### src/rtl/char_overlay_engine_pkg.sv
// char_overlay_engine_pkg: shared constants, pixel type and slot field-offset helpers
// for the glyph overlay stage. Image defaults follow the OV5640 capture geometry.
// Latency: n/a (package). Backpressure: n/a.
package char_overlay_engine_pkg;

  // Default active image size of the OV5640 capture path
  localparam int OV5640_IMG_W = 640;
  localparam int OV5640_IMG_H = 480;

  localparam int COORD_W = 10;  // default coordinate / pixel counter width
  localparam int RGB_W   = 24;  // RGB888 pixel width
  localparam int LABEL_W = 4;   // glyph index field per slot

  typedef struct packed {
    logic [7:0] r;
    logic [7:0] g;
    logic [7:0] b;
  } rgb_t;

  // Bit offsets of slot k inside the flattened label / item buses
  function automatic int label_lsb(input int k);
    return k * LABEL_W;
  endfunction

  function automatic int item_x_lsb(input int k, input int p_w);
    return 2 * k * p_w;
  endfunction

  function automatic int item_y_lsb(input int k, input int p_w);
    return 2 * k * p_w + p_w;
  endfunction

  // Per-channel average with a 9-bit intermediate so the carry is kept
  function automatic rgb_t rgb_avg(input rgb_t a, input rgb_t b);
    rgb_t res;
    res.r = 8'(({1'b0, a.r} + {1'b0, b.r}) >> 1);
    res.g = 8'(({1'b0, a.g} + {1'b0, b.g}) >> 1);
    res.b = 8'(({1'b0, a.b} + {1'b0, b.b}) >> 1);
    return res;
  endfunction

endpackage

### src/rtl/char_overlay_engine_match.sv
// char_slot_match: combinational box test of one pixel position against N_SLOT glyph
// boxes plus lowest-index priority select; outputs hit, glyph index and box-relative x/y.
// Latency: 0 (pure combinational). Backpressure: none.
// Ports: pix_x/pix_y pixel position; slot_en/label/item slot placement (flattened);
//        hit/glyph/rel_x/rel_y winning slot result.
module char_slot_match
  import char_overlay_engine_pkg::*;
#(
  parameter int P_W     = COORD_W,
  parameter int N_SLOT  = 16,
  parameter int GLYPH_W = 32,
  parameter int GLYPH_H = 128,
  parameter int N_GLYPH = 8,
  localparam int GB = $clog2(N_GLYPH),
  localparam int XB = $clog2(GLYPH_W),
  localparam int YB = $clog2(GLYPH_H)
) (
  input  logic [P_W-1:0]            pix_x,
  input  logic [P_W-1:0]            pix_y,
  input  logic [N_SLOT-1:0]         slot_en,
  input  logic [N_SLOT*LABEL_W-1:0] label,
  input  logic [N_SLOT*2*P_W-1:0]   item,
  output logic                      hit,
  output logic [GB-1:0]             glyph,
  output logic [XB-1:0]             rel_x,
  output logic [YB-1:0]             rel_y
);

  logic [LABEL_W-1:0] lbl;
  logic [P_W-1:0]     sx;
  logic [P_W-1:0]     sy;
  logic [P_W:0]       dx;
  logic [P_W:0]       dy;

  // Walk slots from highest to lowest index so the lowest hitting slot is the last write.
  // dx/dy carry one extra bit: a set MSB means the pixel is left of / above the box,
  // which is what clips boxes at the origin side and prevents wrap onto earlier lines.
  always_comb begin
    hit   = 1'b0;
    glyph = '0;
    rel_x = '0;
    rel_y = '0;
    lbl   = '0;
    sx    = '0;
    sy    = '0;
    dx    = '0;
    dy    = '0;
    for (int k = N_SLOT - 1; k >= 0; k--) begin
      lbl = label[label_lsb(k) +: LABEL_W];
      sx  = item[item_x_lsb(k, P_W) +: P_W];
      sy  = item[item_y_lsb(k, P_W) +: P_W];
      dx  = {1'b0, pix_x} - {1'b0, sx};
      dy  = {1'b0, pix_y} - {1'b0, sy};
      if (slot_en[k] && !dx[P_W] && !dy[P_W] &&
          (32'(dx) < GLYPH_W) && (32'(dy) < GLYPH_H) && (32'(lbl) < N_GLYPH)) begin
        hit   = 1'b1;
        glyph = lbl[GB-1:0];
        rel_x = dx[XB-1:0];
        rel_y = dy[YB-1:0];
      end
    end
  end

endmodule

### src/rtl/char_overlay_engine.sv
// char_overlay_engine: overlays glyphs from an external 1-bit ROM onto an RGB888 stream
// at N_SLOT frame-shadowed boxes. Latency 3+ROM_LAT cycles. No backpressure; i_valid
// gaps pass through as o_valid gaps. Define CHAR_OVERLAY_BLEND_EN to average FG with the
// pixel on ink instead of opaque substitution.
// Ports: sys_clk/sys_rst_n; i_sof/i_valid/i_data pixel in; i_slot_en/i_label/i_item slot
//        placement; o_rom_addr/i_rom_data glyph ROM; o_valid/o_data pixel out.
module char_overlay_engine
  import char_overlay_engine_pkg::*;
#(
  parameter int               P_W       = COORD_W,
  parameter int               IMG_W     = OV5640_IMG_W,
  parameter int               IMG_H     = OV5640_IMG_H,
  parameter int               N_SLOT    = 16,
  parameter int               GLYPH_W   = 32,
  parameter int               GLYPH_H   = 128,
  parameter int               N_GLYPH   = 8,
  parameter int               ROM_LAT   = 2,
  parameter logic [RGB_W-1:0] FG_COLOR  = 24'hFF_FF_FF,
  parameter logic             INK_LEVEL = 1'b0,
  localparam int GB = $clog2(N_GLYPH),
  localparam int XB = $clog2(GLYPH_W),
  localparam int YB = $clog2(GLYPH_H),
  localparam int AW = GB + YB + XB
) (
  input  logic                      sys_clk,
  input  logic                      sys_rst_n,
  input  logic                      i_sof,
  input  logic                      i_valid,
  input  logic [RGB_W-1:0]          i_data,
  input  logic [N_SLOT-1:0]         i_slot_en,
  input  logic [N_SLOT*LABEL_W-1:0] i_label,
  input  logic [N_SLOT*2*P_W-1:0]   i_item,
  output logic [AW-1:0]             o_rom_addr,
  input  logic                      i_rom_data,
  output logic                      o_valid,
  output logic [RGB_W-1:0]          o_data
);

  // ---------------- position counters and placement shadow ----------------
  logic [P_W-1:0]            x_q, x_d, y_q, y_d;
  logic [N_SLOT-1:0]         sh_en_q, sh_en_d;
  logic [N_SLOT*LABEL_W-1:0] sh_label_q, sh_label_d;
  logic [N_SLOT*2*P_W-1:0]   sh_item_q, sh_item_d;

  logic                      frame_start;
  logic [P_W-1:0]            pix_x, pix_y;
  logic [N_SLOT-1:0]         cur_en;
  logic [N_SLOT*LABEL_W-1:0] cur_label;
  logic [N_SLOT*2*P_W-1:0]   cur_item;

  // The SOF pixel itself is forced to (0,0) and already uses the freshly captured placement.
  assign frame_start = i_sof & i_valid;
  assign pix_x       = frame_start ? '0 : x_q;
  assign pix_y       = frame_start ? '0 : y_q;
  assign cur_en      = frame_start ? i_slot_en : sh_en_q;
  assign cur_label   = frame_start ? i_label   : sh_label_q;
  assign cur_item    = frame_start ? i_item    : sh_item_q;

  always_comb begin
    x_d        = x_q;
    y_d        = y_q;
    sh_en_d    = cur_en;
    sh_label_d = cur_label;
    sh_item_d  = cur_item;
    if (i_valid) begin
      if (pix_x == P_W'(IMG_W - 1)) begin
        x_d = '0;
        y_d = (pix_y == P_W'(IMG_H - 1)) ? '0 : pix_y + P_W'(1);
      end else begin
        x_d = pix_x + P_W'(1);
        y_d = pix_y;
      end
    end
  end

  // ---------------- stage 1: box match ----------------
  logic          m_hit;
  logic [GB-1:0] m_glyph;
  logic [XB-1:0] m_rel_x;
  logic [YB-1:0] m_rel_y;

  char_slot_match #(
    .P_W    (P_W),
    .N_SLOT (N_SLOT),
    .GLYPH_W(GLYPH_W),
    .GLYPH_H(GLYPH_H),
    .N_GLYPH(N_GLYPH)
  ) u_match (
    .pix_x  (pix_x),
    .pix_y  (pix_y),
    .slot_en(cur_en),
    .label  (cur_label),
    .item   (cur_item),
    .hit    (m_hit),
    .glyph  (m_glyph),
    .rel_x  (m_rel_x),
    .rel_y  (m_rel_y)
  );

  logic             s1_vld_q, s1_vld_d, s1_hit_q, s1_hit_d;
  logic [GB-1:0]    s1_glyph_q, s1_glyph_d;
  logic [XB-1:0]    s1_rel_x_q, s1_rel_x_d;
  logic [YB-1:0]    s1_rel_y_q, s1_rel_y_d;
  logic [RGB_W-1:0] s1_dat_q, s1_dat_d;

  // ---------------- stage 2: ROM address ----------------
  logic             s2_vld_q, s2_vld_d, s2_hit_q, s2_hit_d;
  logic [RGB_W-1:0] s2_dat_q, s2_dat_d;
  logic [AW-1:0]    rom_addr_q, rom_addr_d;

  // ---------------- ROM wait: hit/pixel ride alongside the read ----------------
  logic             dly_vld_q [ROM_LAT];
  logic             dly_vld_d [ROM_LAT];
  logic             dly_hit_q [ROM_LAT];
  logic             dly_hit_d [ROM_LAT];
  logic [RGB_W-1:0] dly_dat_q [ROM_LAT];
  logic [RGB_W-1:0] dly_dat_d [ROM_LAT];

  // ---------------- final stage ----------------
  logic             o_valid_q, o_valid_d;
  logic [RGB_W-1:0] o_data_q, o_data_d;
  logic             ink;
  logic [RGB_W-1:0] ink_color;

  assign ink = dly_hit_q[ROM_LAT-1] && (i_rom_data == INK_LEVEL);

`ifdef CHAR_OVERLAY_BLEND_EN
  assign ink_color = rgb_avg(rgb_t'(FG_COLOR), rgb_t'(dly_dat_q[ROM_LAT-1]));
`else
  assign ink_color = FG_COLOR;
`endif

  always_comb begin
    s1_vld_d   = i_valid;
    s1_hit_d   = i_valid & m_hit;
    s1_glyph_d = m_glyph;
    s1_rel_x_d = m_rel_x;
    s1_rel_y_d = m_rel_y;
    s1_dat_d   = i_data;

    s2_vld_d   = s1_vld_q;
    s2_hit_d   = s1_hit_q;
    s2_dat_d   = s1_dat_q;
    rom_addr_d = s1_hit_q ? {s1_glyph_q, s1_rel_y_q, s1_rel_x_q} : '0;

    dly_vld_d[0] = s2_vld_q;
    dly_hit_d[0] = s2_hit_q;
    dly_dat_d[0] = s2_dat_q;
    for (int i = 1; i < ROM_LAT; i++) begin
      dly_vld_d[i] = dly_vld_q[i-1];
      dly_hit_d[i] = dly_hit_q[i-1];
      dly_dat_d[i] = dly_dat_q[i-1];
    end

    o_valid_d = dly_vld_q[ROM_LAT-1];
    o_data_d  = ink ? ink_color : dly_dat_q[ROM_LAT-1];
  end

  always_ff @(posedge sys_clk or negedge sys_rst_n) begin
    if (!sys_rst_n) begin
      x_q        <= '0;
      y_q        <= '0;
      sh_en_q    <= '0;
      sh_label_q <= '0;
      sh_item_q  <= '0;
      s1_vld_q   <= 1'b0;
      s1_hit_q   <= 1'b0;
      s1_glyph_q <= '0;
      s1_rel_x_q <= '0;
      s1_rel_y_q <= '0;
      s1_dat_q   <= '0;
      s2_vld_q   <= 1'b0;
      s2_hit_q   <= 1'b0;
      s2_dat_q   <= '0;
      rom_addr_q <= '0;
      for (int i = 0; i < ROM_LAT; i++) begin
        dly_vld_q[i] <= 1'b0;
        dly_hit_q[i] <= 1'b0;
        dly_dat_q[i] <= '0;
      end
      o_valid_q  <= 1'b0;
      o_data_q   <= '0;
    end else begin
      x_q        <= x_d;
      y_q        <= y_d;
      sh_en_q    <= sh_en_d;
      sh_label_q <= sh_label_d;
      sh_item_q  <= sh_item_d;
      s1_vld_q   <= s1_vld_d;
      s1_hit_q   <= s1_hit_d;
      s1_glyph_q <= s1_glyph_d;
      s1_rel_x_q <= s1_rel_x_d;
      s1_rel_y_q <= s1_rel_y_d;
      s1_dat_q   <= s1_dat_d;
      s2_vld_q   <= s2_vld_d;
      s2_hit_q   <= s2_hit_d;
      s2_dat_q   <= s2_dat_d;
      rom_addr_q <= rom_addr_d;
      for (int i = 0; i < ROM_LAT; i++) begin
        dly_vld_q[i] <= dly_vld_d[i];
        dly_hit_q[i] <= dly_hit_d[i];
        dly_dat_q[i] <= dly_dat_d[i];
      end
      o_valid_q  <= o_valid_d;
      o_data_q   <= o_data_d;
    end
  end

  assign o_rom_addr = rom_addr_q;
  assign o_valid    = o_valid_q;
  assign o_data     = o_data_q;

endmodule

### config.mk
export PLATFORM = sky130hd
export DESIGN_NAME = char_overlay_engine
export DESIGN_NICKNAME = d
export VERILOG_FILES = /design/src/rtl/char_overlay_engine_pkg.sv /design/src/rtl/char_overlay_engine_match.sv /design/src/rtl/char_overlay_engine.sv
export SDC_FILE = /design/constraint.sdc
export NUM_CORES = 2
export LEC_CHECK = 0
export CAP_MARGIN = 15
export CORE_MARGIN = 4
export CORE_UTILIZATION = 35
export DETAILED_ROUTE_END_ITERATION = 7
export HOLD_SLACK_MARGIN = 0.12
export RECOVER_POWER = 100
export SKIP_CTS_REPAIR_TIMING = 1
export SYNTH_ARGS = -nofsm -noshare
export SYNTH_HDL_FRONTEND = slang
export SYNTH_SLANG_ARGS = --single-unit
export TNS_END_PERCENT = 100
### constraint.sdc
create_clock -name sys_clk -period 7 [get_ports sys_clk]
set_input_delay 1.4 -clock sys_clk [delete_from_list [all_inputs] [get_ports sys_clk]]
set_output_delay 1.4 -clock sys_clk [all_outputs]
set_load 0.02 [all_outputs]
======== After elaboration in Yosys (flattened, before gate mapping) ========
Index checks and enable logic that the tools add are counted.
operators by class
  $lt $le $gt $ge ......................... 48
  mux-type cells .......................... 74
  bitwise operators ....................... 3
  reduce and logical (&&, ||, !) cells .... 113
  add/sub/neg operators ................... 34
  equality and inequality tests ........... 2
operators by type and width
  cell                                                   number
  subtractor 10 x 10 -> 11 bit                           32
  two-way mux 320 bit                                    1
  < comparator 11 x 6 -> 1 bit (second input constant)   16
  < comparator 11 x 8 -> 1 bit (second input constant)   16
  two-way mux 7 bit                                      16
  logical AND 1 bit                                      81
  two-way mux 5 bit                                      16
  < comparator 4 bit (second input constant)             16
  two-way mux 64 bit                                     1
  two-way mux 10 bit                                     5
  two-way mux 3 bit                                      16
  zero test 1 bit                                        32
  two-way mux 24 bit                                     1
  adder 10 x 1 -> 10 bit (second input constant)         2
  two-way mux 1 bit                                      16
  two-way mux 16 bit                                     1
  two-way mux 15 bit                                     1
  equality test 10 bit (second input constant)           1
  equality test 10 x 9 -> 1 bit (second input constant)  1
  AND 1 bit                                              2
  inverter 1 bit                                         1
word-level totals
  bits of input ports ..................... 429
  output and inout port bits .............. 40
  flip-flop bits (word level) ............. 579

======== Longest topological paths before layout ========
  depth after elaboration ................. 26
  depth in mapped cells ................... 31

======== Modules after synthesis ========
A second synthesis with hierarchy kept.
unflattened totals
  cells, all modules ...................... 3,860
  area, all modules ....................... 38,390.6 um^2
by module, submodules not included
  module               seq. area each (um^2)  instances  cells an instance  area each (um^2)
  char_overlay_engine  14,488.9               1          1,220              20,412.1
  char_slot_match      0.0                    1          2,640              17,978.5

======== Worst setup path after synthesis ========
No wires, ideal clock.
  kind .................................... input to register
  start ................................... input i_valid
  end ..................................... register s1_rel_y_q[4]
  path buffers ............................ 12
  slack ................................... -480 ps
  data arrival time ....................... 7,343 ps
  stages .................................. 30
  cell sequence ........................... buf_2 -> and2_1 -> buf_6 -> buf_6 -> buf_4 -> buf_2 -> buf_2 -> buf_1 -> buf_2 -> buf_2 -> buf_1 -> clkbuf_1 -> clkbuf_1 -> nand2_1 -> nand2_1 -> ha_1 -> inv_1 -> fa_1 -> or2_2 -> a41o_1 -> a2111oi_1 -> o21ai_0 -> nand3_1 -> nor4_1 -> and2_1 -> or4_1 -> a2111oi_1 -> nor3_1 -> o211ai_1 -> o211ai_1
between the ends
  elaborated cells on any way between the ends .. 214
  those cells by class .................... add/sub: 32; order compare: 48; mux: 21; bitwise: 1; reduce/logical: 112
RTL lines
  item                                                                  line                             RTL
  from (decl)                                                           char_overlay_engine.sv:28        input logic i_valid,
  AND 1 bit *                                                           char_overlay_engine.sv:52        assign frame_start = i_sof & i_valid;
  two-way mux 320 bit *                                                 char_overlay_engine.sv:57        assign cur_item = frame_start ? i_item : sh_item_q;
  via cur_item[160]                                                     char_overlay_engine.sv:49        logic [N_SLOT*2*P_W-1:0] cur_item;
  subtractor 10 x 10 -> 11 bit *                                        char_overlay_engine_match.sv:52  dx = {1'b0, pix_x} - {1'b0, sx};
  branches (longest 3 deep; another with < comparator 11 x 6 -> 1 bit)  n/a
  logical AND 1 bit *                                                   char_overlay_engine_match.sv:54  if (slot_en[k] && !dx[P_W] && !dy[P_W] &&
  logical AND 1 bit * (2 in series)                                     char_overlay_engine_match.sv:55  (32'(dx) < GLYPH_W) && (32'(dy) < GLYPH_H) && (32'(lbl) < N_GLYPH)) begin
  two-way mux 7 bit * (9 in series)                                     char_overlay_engine_match.sv:54
  via m_rel_y[4]                                                        char_overlay_engine.sv:80        logic [YB-1:0] m_rel_y;
  to (signal assigned)                                                  char_overlay_engine.sv:193       s1_rel_y_q <= s1_rel_y_d;
  to (decl)                                                             char_overlay_engine.sv:103       logic [YB-1:0] s1_rel_y_q, s1_rel_y_d;
Mark *: on every way through the listed nets, which the timed path passes.
A chain may end at the register's enable or synchronous reset.

======== Worst setup path after layout ========
  start ................................... input i_sof
  end ..................................... register s1_rel_y_q[3]
between the ends
  word-level cells in the longest chain between the ends .. 25
  elaborated cells on any way between the ends .. 214
  those cells by class .................... add/sub: 32; order compare: 48; mux: 21; bitwise: 1; reduce/logical: 112
RTL lines
  item                                                                   line                             RTL
  from (decl)                                                            char_overlay_engine.sv:27        input logic i_sof,
  AND 1 bit *                                                            char_overlay_engine.sv:52
  branches (longest 23 deep; another with subtractor 10 x 10 -> 11 bit)  n/a
  two-way mux 7 bit *                                                    char_overlay_engine_match.sv:54
  via m_rel_y[3]                                                         char_overlay_engine.sv:80
Marked as above.

==> results_dict.tcl <==
set metrics [dict create \
    clkTransAtPathRegs_ns 0.06 \
    dieArea_sq_um 117500 \
    seqPwrFrac 0.320 \
    synth.most_common_cell "nand2_1" \
    post-route-period-util 0.9641 \
    placed_cells 6294 \
    synth_nets 5106 \
    grt_pass1_vias 34510 \
    yosysWarnings 0 \
    gp_congestion 0.9978 \
    startpoint "i_sof" \
    slew_violations 77 \
    synth-seq-area-share 0.3694 \
    hpwlAfterDp_um 124200 \
    fp.dieH_um 342.8 \
    cts_root_buffer "clkbuf_16" \
    timing.final.hold_violations 0 \
    coreArea_sq_um 111000 \
    cp-end-kind "register" \
    overflow 0 \
    cts-htree-levels 3 \
    r2r_slack_ns 1.26 \
    area_growth_pct 24.10 \
    drive_above_1_share 0.06098 \
    relSlewSlack -2.046 \
    cts_tree "built" \
    synth_area_leaders "dfrtp_1 37%, ha_1 9.0%, mux2i_1 7.5%" \
    fin_crit_ns 6.749 \
    avgSynthCellArea_sq_um 8.988 \
    max_stage_delay_ns 0.65 \
    critPathSlowestCell "a2111oi_0" \
    synthArstFlopShare 1.000 \
    clk_path_buf_depth 3 \
    cts_buffers 71 \
    synth_edf_count 0 \
    violations "max-capacitance violations, max-slew violations" \
    crit_fanout 34 \
    synth_commonest_cells "605 x nand2_1, 579 x dfrtp_1, 389 x inv_1" \
    portBuffers 468 \
    antenna_found_initial 23 \
    grt.total_usage 0.2638 \
    path_class "in -> reg" \
    via_per_inst 5.493 \
    avgRoutedWirePerCell_um 24.74 \
    rr_worst_depth 18 \
    holdWs_ns 0.3393 \
    setup_viol 0 \
    timing.rr.end "s1_rel_y_q[4]$_DFF_PN0_" \
    grt_max_degree 121 \
    power_mw 12.12 \
    p_comb_frac 0.345 \
    fin_cells 6436 \
    rows 122 \
    remaining_drc_errors 0 \
    ys.flop_type "dfrtp_1" \
    clock_sinks 579 \
    p_int_mw 7.788 \
    run_status "finished with violations" \
    finalWorstSetupSlack_ns 0.2511 \
    final_nets 5621 \
    drt_iter0_drc 2998 \
    r2r-start "x_q[4]$_DFFE_PN0P_" \
    crit_chain "buf_2 -> nand2_8 -> buf_12 -> nand2_1 -> ha_1 -> inv_1 -> fa_1 -> a211oi_1 -> o21ai_0 -> a211oi_1 -> o22ai_1 -> nor4b_1 -> buf_4 -> nand3_1 -> buf_4 -> a2111oi_0 -> o32ai_1 -> or4b_1 -> nand3_1 -> a31o_1" \
    hold_class "reg -> reg" \
    syn_area_sq_um 39220 \
    power_leakage_nw 23.56 \
    synth_cells 4364 \
    synth_cell_types 103 \
    critPathCapture "s1_rel_y_q[3]$_DFF_PN0_" \
    io_pins 469 \
    max_freq_mhz 148.2 \
    startpoint_type "primary input" \
    rsz0062_at_grt "false" \
    clock_latency_ns 0.66 \
    grt_pass1_wl_um 230000 \
    required_ns 7.60 \
    yosys.area.top_type "dfrtp_1" \
    start_util 0.3534 \
    vdd_drop_max_mv 0.1902 \
    clkPwrFrac 0.335 \
    vias 35350 \
    setup-tns-final_ns 0 \
    dp_slack_ns -0.06189 \
    ys_ff_latch 579 \
    clock_skew_ns 0.03189 \
    swShare 0.3576 \
    drtAntennaViolNets 0 \
    cap_viol_max_count 1 \
    switchingPower_mw 4.335 \
    dr.pass1.iters 6 \
    synth_top_area_share 0.3694 \
    worstPathArrival_ns 7.35 \
    pwr_density_cell_nw_per_um2 249.1 \
    detail_route.wirelength_um 159200 \
    tightest_slew_ns 4.568 \
    chipWidth_um 342.8 \
]
[layer usage]
layer	share of wire	up-vias	global-route usage	routed length, um
met3	0.085	333	0.06058	13490
met4	0.047	12	0.1111	7514
li1	-	16520	-	-
met5	0.00057	-	0	91
met1	0.43	17110	0.3517	67860
met2	0.44	1384	0.4120	70260
[registers in the layout, summed over array words and instances (netlist names), 3 cells and up]
register,count
dly_dat_d,24
dly_dat_q,24
o_data,24
o_rom_addr,15
s1_dat_q,24
s1_glyph_q,3
s1_rel_x_q,5
s1_rel_y_q,7
s2_dat_q,24
sh_en_q,16
sh_item_q,320
sh_label_q,64
x_q,10
y_q,10
[through the flow]
step	area [sq um]	util
finish	48680	0.4386
global route	48660	0.4385
CTS	48720	0.4390
detailed placement	46160	0.4160
global placement	46160	0.4160
floorplan	39250	-
[placed cells by master (no fill, tap or decap), drive strengths merged, types with 14 or more instances in the layout]
| cell | n |
|---|---|
| a211oi | 35 |
| a21o | 41 |
| a21oi | 180 |
| a221oi | 14 |
| a31oi | 60 |
| and2 | 51 |
| and3 | 41 |
| buf | 109 |
| clkbuf | 114 |
| clkdlybuf4s50 | 400 |
| clkinv | 17 |
| dfrtp | 579 |
| dlygate4sd3 | 65 |
| fa | 32 |
| ha | 281 |
| inv | 395 |
| mux2i | 295 |
| nand2 | 606 |
| nand2b | 110 |
| nand3 | 74 |
| nand3b | 26 |
| nand4 | 21 |
| nor2 | 243 |
| nor2b | 88 |
| nor3 | 79 |
| nor3b | 23 |
| nor4 | 41 |
| o2111ai | 23 |
| o211ai | 34 |
| o21a | 50 |
| o21ai | 226 |
| o221ai | 16 |
| o22ai | 29 |
| o31a | 24 |
| o31ai | 29 |
| or3 | 30 |
| xnor2 | 104 |
| xor2 | 54 |
[power groups by stage]
stage          Clock [mW]  Sequential (mW)  Combinational, mW
3_5_place_dp            0             3.93               4.12
3_3_place_gp            0             3.92               4.10
4_1_cts              4.15             3.88               4.15
2_1_floorplan           0             3.88               2.63
6_report             4.06             3.88               4.18
5_1_grt              4.27             3.91               4.56
[kinds of logic (layout without fill, tap and decap cells)]
logic type | count (synthesis) | after routing | share of synthesized area
simple gates | 1514 | 1514 | 0.1901
fa+ha+maj | 321 | 321 | 0.1080
mux | 307 | 307 | 0.07873
buf+inv | 541 | 1113 | 0.05582
flops | 579 | 579 | 0.3694
other cells | 0 | 12 | 0
xor+xnor | 158 | 158 | 0.03528
compound gates | 944 | 944 | 0.1626
[critical path: cells and delay by family]
kind,cells,cell delay (ns)
compound gates,7,2.03
fa+ha+maj,2,0.71
buf+inv,5,1.08
simple gates,6,2.12
[area by class of cell]
| type | count | area, sq um |
|---|---|---|
| Fill cell | 10940 | 62300 |
| Multi-Input combinational cell | 3244 | 22590 |
| Sequential cell | 579 | 14490 |
| Timing Repair Buffer | 590 | 5665 |
| Clock buffer | 98 | 2062 |
| Tap cell | 1488 | 1862 |
| Inverter | 393 | 1475 |
| Clock inverter | 32 | 498.0 |
| Antenna cell | 12 | 30.03 |
[worst min path at each step]
stage / from / end / slack, ns / cells after the start
after floorplan: s2_dat_q[0]$_DFF_PN0_ / dly_dat_d[0]$_DFF_PN0_ / 0.33 / 0
after global placement: s2_hit_q$_DFF_PN0_ / dly_hit_d[0]$_DFF_PN0_ / 0.33 / 0
after detailed placement: dly_dat_d[20]$_DFF_PN0_ / dly_dat_q[20]$_DFF_PN0_ / 0.33 / 0
after CTS: s1_dat_q[13]$_DFF_PN0_ / s2_dat_q[13]$_DFF_PN0_ / 0.34 / 0
after global routing: s1_dat_q[13]$_DFF_PN0_ / s2_dat_q[13]$_DFF_PN0_ / 0.35 / 0
final: o_valid_d$_DFF_PN0_ / o_valid$_DFF_PN0_ / 0.34 / 0
(Power assumes the default switching activity.)
